[config.mk]
export PLATFORM = sky130hd
export DESIGN_NAME = cache_controller
export DESIGN_NICKNAME = d
export VERILOG_FILES = /design/src/rtl/cache_pkg.sv /design/src/rtl/sat_counter.sv /design/src/rtl/cache_controller.sv
export SDC_FILE = /design/constraint.sdc
export NUM_CORES = 1
export LEC_CHECK = 0
export ABC_AREA = 1
export CAP_MARGIN = 20
export CORE_ASPECT_RATIO = 1.25
export CORE_MARGIN = 10
export CORE_UTILIZATION = 35
export DETAILED_ROUTE_END_ITERATION = 12
export GPL_ROUTABILITY_DRIVEN = 0
export PLACE_DENSITY = 0.73
export SLEW_MARGIN = 20
export SYNTH_ARGS = -nofsm -noshare
export SYNTH_HDL_FRONTEND = slang
export SYNTH_HIERARCHICAL = 1
export SYNTH_SLANG_ARGS = --single-unit
export TNS_END_PERCENT = 100
[constraint.sdc]
create_clock -name clk -period 2.7 [get_ports clk]
set_input_delay 0.405 -clock clk [delete_from_list [all_inputs] [get_ports clk]]
set_output_delay 0.405 -clock clk [all_outputs]
set_load 0.02 [all_outputs]
[src/rtl/cache_pkg.sv]
// Shared field widths, FSM state encoding and address-slice helpers for the
// direct-mapped 32-line x 4-word cache subsystem.
package cache_pkg;

  localparam int TAG_W    = 3;
  localparam int INDEX_W  = 5;
  localparam int OFFSET_W = 2;
  localparam int ADDR_W   = 10;
  localparam int DATA_W   = 32;

  typedef enum logic [2:0] {
    IDLE,
    LOOKUP,
    REFILL,
    WRITE_MEM,
    RESP
  } state_t;

  function automatic logic [TAG_W-1:0] addr_tag(input logic [ADDR_W-1:0] a);
    return a[ADDR_W-1 -: TAG_W];
  endfunction

  function automatic logic [INDEX_W-1:0] addr_index(input logic [ADDR_W-1:0] a);
    return a[OFFSET_W +: INDEX_W];
  endfunction

  function automatic logic [ADDR_W-1:0] line_word(input logic [TAG_W-1:0]    tag,
                                                  input logic [INDEX_W-1:0]  index,
                                                  input logic [OFFSET_W-1:0] word);
    return {tag, index, word};
  endfunction

endpackage

[src/rtl/sat_counter.sv]
// Event counter that sticks at all-ones instead of wrapping.
// Increments the cycle after inc is seen; no backpressure.
module sat_counter #(
  parameter int CNT_W = 16
) (
  input  logic             clk,
  input  logic             rst,
  input  logic             inc,
  output logic [CNT_W-1:0] count
);

  always_ff @(posedge clk or negedge rst) begin
    if (!rst) begin
      count <= '0;
    end else if (inc && (count != '1)) begin
      count <= count + CNT_W'(1);
    end
  end

endmodule

[src/rtl/cache_controller.sv]
// Cache control FSM: hit/miss resolution, whole-line refill on load miss, write-through stores.
// Load hit completes 2 cycles after the request; mem_ready low stretches REFILL/WRITE_MEM.
module cache_controller
  import cache_pkg::*;
#(
  parameter int CNT_W = 16
) (
  input  logic              clk,
  input  logic              rst,
  input  logic              cpu_req,
  input  logic              cpu_we,
  input  logic [ADDR_W-1:0] cpu_addr,
  input  logic [DATA_W-1:0] cpu_wdata,
  output logic [DATA_W-1:0] cpu_rdata,
  output logic              cpu_done,
  output logic [ADDR_W-1:0] cache_addr,
  output logic [DATA_W-1:0] cache_wdata,
  output logic              cache_update,
  output logic              cache_hit,
  input  logic [TAG_W:0]    tag_valid,
  input  logic [DATA_W-1:0] cache_rdata,
  output logic              mem_rd,
  output logic              mem_wr,
  output logic [ADDR_W-1:0] mem_addr,
  output logic [DATA_W-1:0] mem_wdata,
  input  logic [DATA_W-1:0] mem_rdata,
  input  logic              mem_ready,
  output logic [CNT_W-1:0]  hit_count,
  output logic [CNT_W-1:0]  miss_count
);

  state_t              state, state_nxt;
  logic [ADDR_W-1:0]   q_addr;
  logic                q_we;
  logic [DATA_W-1:0]   q_wdata;
  logic [OFFSET_W-1:0] k, k_nxt;
  logic                lookup_hit;
  logic                hit_inc, miss_inc;
  logic [ADDR_W-1:0]   refill_addr;

  assign lookup_hit  = tag_valid[TAG_W] && (tag_valid[TAG_W-1:0] == addr_tag(q_addr));
  assign refill_addr = line_word(addr_tag(q_addr), addr_index(q_addr), k);
  assign mem_wdata   = q_wdata;
  assign cpu_rdata   = cache_rdata;

  always_ff @(posedge clk or negedge rst) begin
    if (!rst) begin
      state   <= IDLE;
      q_addr  <= '0;
      q_we    <= 1'b0;
      q_wdata <= '0;
      k       <= '0;
    end else begin
      state <= state_nxt;
      k     <= k_nxt;
      if (state == IDLE && cpu_req) begin
        q_addr  <= cpu_addr;
        q_we    <= cpu_we;
        q_wdata <= cpu_wdata;
      end
    end
  end

  always_comb begin
    state_nxt    = state;
    k_nxt        = k;
    cpu_done     = 1'b0;
    cache_addr   = q_addr;
    cache_wdata  = q_wdata;
    cache_update = 1'b0;
    cache_hit    = 1'b0;
    mem_rd       = 1'b0;
    mem_wr       = 1'b0;
    mem_addr     = q_addr;
    hit_inc      = 1'b0;
    miss_inc     = 1'b0;
    case (state)
      IDLE: begin
        if (cpu_req) state_nxt = LOOKUP;
      end
      LOOKUP: begin
        hit_inc  = lookup_hit;
        miss_inc = !lookup_hit;
        if (q_we) begin
          // Write-through: only a hitting line is updated, a miss goes straight to memory.
          cache_update = lookup_hit;
          state_nxt    = WRITE_MEM;
        end else if (lookup_hit) begin
          cache_hit = 1'b1;
          state_nxt = RESP;
        end else begin
          k_nxt     = '0;
          state_nxt = REFILL;
        end
      end
      REFILL: begin
        mem_rd      = 1'b1;
        mem_addr    = refill_addr;
        cache_addr  = refill_addr;
        cache_wdata = mem_rdata;
        if (mem_ready) begin
          cache_update = 1'b1;
          k_nxt        = k + OFFSET_W'(1);
          if (k == '1) state_nxt = LOOKUP;
        end
      end
      WRITE_MEM: begin
        mem_wr = 1'b1;
        if (mem_ready) state_nxt = RESP;
      end
      RESP: begin
        cpu_done  = 1'b1;
        state_nxt = IDLE;
      end
      default: state_nxt = IDLE;
    endcase
  end

  sat_counter #(.CNT_W(CNT_W)) u_hit_cnt (
    .clk  (clk),
    .rst  (rst),
    .inc  (hit_inc),
    .count(hit_count)
  );

  sat_counter #(.CNT_W(CNT_W)) u_miss_cnt (
    .clk  (clk),
    .rst  (rst),
    .inc  (miss_inc),
    .count(miss_count)
  );

endmodule

==> flow_summary.yaml <==
synth:
  synth_fp_nets: 734
  ys_ff_latch: 80
  synth_edf_count: 0
  ys_types: 27
  netlist_area_mm2: 0.004913
  yosys_warnings: 6
  syn_inst: 616
  synthArstFlopShare_pct: 100.0
  ys_seq_area_share_pct: 40.74
  ys.flop_type: "dfrtp_1"
  syn_area_per_cell_um2: 7.976
placement:
  dpl_cell_area_mm2: 0.006769
  placed_cells: 936
  post-place-ws_ns: 0.1653
  io_buffers: 203
  hpwlAfterDp_mm: 12.27
die:
  die_h_um: 152.5
  rows: 48
  core_mm2: 0.01381
  io_pins: 268
  die_area_mm2: 0.01921
  dieWidth_um: 126.0
  start_util_pct: 35.57
worst_setup_path:
  required_ns: 2.30
  endpoint_kind: "output pin"
  crit_fanout: 29
  reg2reg_setup_slack_ns: 0.84
  timing.rr.start: "state[0]"
  reg2reg_depth: 8
  cp-start-kind: "register"
  critPathKind: "reg -> out"
  arrival_ns: 2.16
  r2r_end: "u_hit_cnt/count[9]"
final_layout:
  layout_commonest_cell: "nand2_1"
  num_antenna_cells: 0
  utilization_pct: 51.51
  fin_cells: 952
  drive_gt1_share_pct: 12.36
  nFillCells: 1295
  multiInputGateArea_mm2: 0.002272
  area_growth_pct: 44.82
  stdcell_area_mm2: 0.007116
  fin_nets: 890
  mostFrequentLayoutCells: "nand2_1 (247), clkdlybuf4s50_1 (185), dfrtp_1 (79), inv_1 (41), mux2_2 (36)"
  register_area_mm2: 0.002003
sta:
  fin_setup_tns_ns: 0
  skew_ns: 0.008424
  period_share_pct: 95.15
  worstMarginPinSlew_ns: 0.5673
  rsz0062_at_grt: "false"
  slew_headroom_pct: 62.18
  drv_slew: 0
  max_freq_mhz: 389.3
  hold_viol: 0
  setup_violations: 0
  setup_ws_ns: 0.1310
  period_needed_ns: 2.569
power_and_ir_drop:
  seqPwrFrac_pct: 25.5
  p_leak_nw: 3.334
  p_comb_share_pct: 59.9
  vdd.ir_drop.worst_v: 0.0006735
  power_switching_mw: 3.588
  swShare_pct: 43.38
  p_int_mw: 4.683
  clock_power_share_pct: 14.7
  powerDensity_mw_per_mm2: 1162
clock_tree:
  cts_tree: "done"
  clk_latency_ns: 0.34
  cts_buffer_depth: 2
  postCtsSetupBuffers: 0
  root_buffer: "clkbuf_16"
  clock_sinks: 80
  clk_pin_slew_ns: 0.06
  cts_made_buffers: 9
  cts-htree-levels: 3
global_routing:
  gr-total-overflow: 0
  antenna_found_initial: 0
  gr-usage-all-layers_pct: 15.94
  grt_max_degree: 42
  grt_pass1_vias: 4568
  grt_pass1_wl_mm: 24.98
run:
  max_cap_violations: 0
route:
  first_iter_violations: 126
  drc: 0
  routed_wirelength_mm: 15.48
  vias_per_cell: 4.646
  ant_nets: 0
  first_pass_iters: 6
  dr_total_vias: 4423
  wl_per_cell_um: 16.26
min_path:
  hp-class: "in -> async"
outcome:
  status: "finished clean"
## worst max-delay path: stages (launching register included)
cell             delay [ns]
dfrtp_1                0.41
inv_1                  0.11
nand2_1                0.15
nor2_4                 0.05
inv_2                  0.16
buf_12                 0.20
nand2_1                0.07
nand2_1                0.06
clkdlybuf4s50_1        0.61
## per-stage QoR
stage | hold slack, ns | power [mW]
floorplan | 0.1094 | 4.991
global route | 0.08032 | 8.890
detailed placement | 0.4427 | 7.190
finish | 0.05030 | 8.271
global placement | 0.4447 | 7.133
CTS | 0.06755 | 8.450
## worst max-delay path by stage
stage | slack (ns) | start | cells past startpoint | to
final | 0.13 | state[0] | 8 | cache_wdata[1]
after global routing | 0.004 | state[0] | 8 | cache_wdata[9]
after detailed placement | 0.17 | tag_valid[0] | 8 | cache_update
after global placement | 0.22 | tag_valid[0] | 8 | cache_update
after floorplan | 0.64 | state[0] | 6 | mem_addr[0]
after CTS | 0.03 | state[0] | 6 | mem_addr[0]
## sequential cells by signal, indices dropped and copies added (netlist names)
register	flops
state	3
q_we	1
k	2
u_miss_cnt/count	16
q_addr	10
u_hit_cnt/count	16
mem_wdata	32
## routing by layer
metal | vias up | part of all wire [%] | GRT usage, %
li1 | 2202 | - | -
met1 | 2057 | 39 | 16.53
met5 | - | 0 | 0
met4 | 0 | 2.8 | 6.355
met2 | 125 | 50 | 27.90
met3 | 39 | 8.1 | 6.404
## power groups by stage
| stage | sequential, mW | combinational, mW | clock [mW] |
|---|---|---|---|
| after floorplan | 2.43 | 2.56 | 0 |
| after global routing | 2.19 | 5.39 | 1.31 |
| after detailed placement | 2.13 | 5.06 | 0 |
| final | 2.11 | 4.95 | 1.21 |
| after CTS | 2.11 | 5.07 | 1.26 |
| after global placement | 2.11 | 5.02 | 0 |
## cell families (layout without fill, tap and decap cells)
kind of cell               count (synthesis)  after routing  synth area share [%]
xor gates and xnor gates                  12             12                 2.139
DFF                                       80             80                 40.74
AOI/OAI and AO/OA                         27             27                 3.056
and+or+nand+nor                          345            345                 31.02
muxes                                     40             40                 9.167
adders and majority gates                  3              3                0.7640
buffers and inverters                    109            270                 13.11
## cell usage after synthesis, types with 5 or more instances
cell / count / area (um2)
nand2_1: 247 / 927.1
mux2_2: 36 / 405.4
nand4_1: 11 / 68.82
dfrtp_1: 80 / 2002
nand3_1: 19 / 95.09
nand2_2: 8 / 50.05
nor2_4: 10 / 112.6
inv_1: 41 / 153.9
nor2_2: 7 / 43.79
xnor2_1: 10 / 87.58
buf_4: 53 / 397.9
nor2_1: 35 / 131.4
buf_2: 5 / 25.02
o21ai_0: 18 / 90.09
a21oi_1: 5 / 25.02
## final cells by class
cell class | count | share of cell area, %
timing repair buffer | 209 | 30.39
multi-input combinational | 427 | 31.93
sequential | 80 | 28.15
inverter | 45 | 2.374
clock buffer | 11 | 3.271
clock inverter | 5 | 0.8089
tap | 175 | 3.077
## what timing repair did
action / in CTS / in global routing
setup endpoints to repair: 2 / 14
resized for setup: 1 / 21
hold buffers: 0 / 0
(Power assumes the default switching activity.)
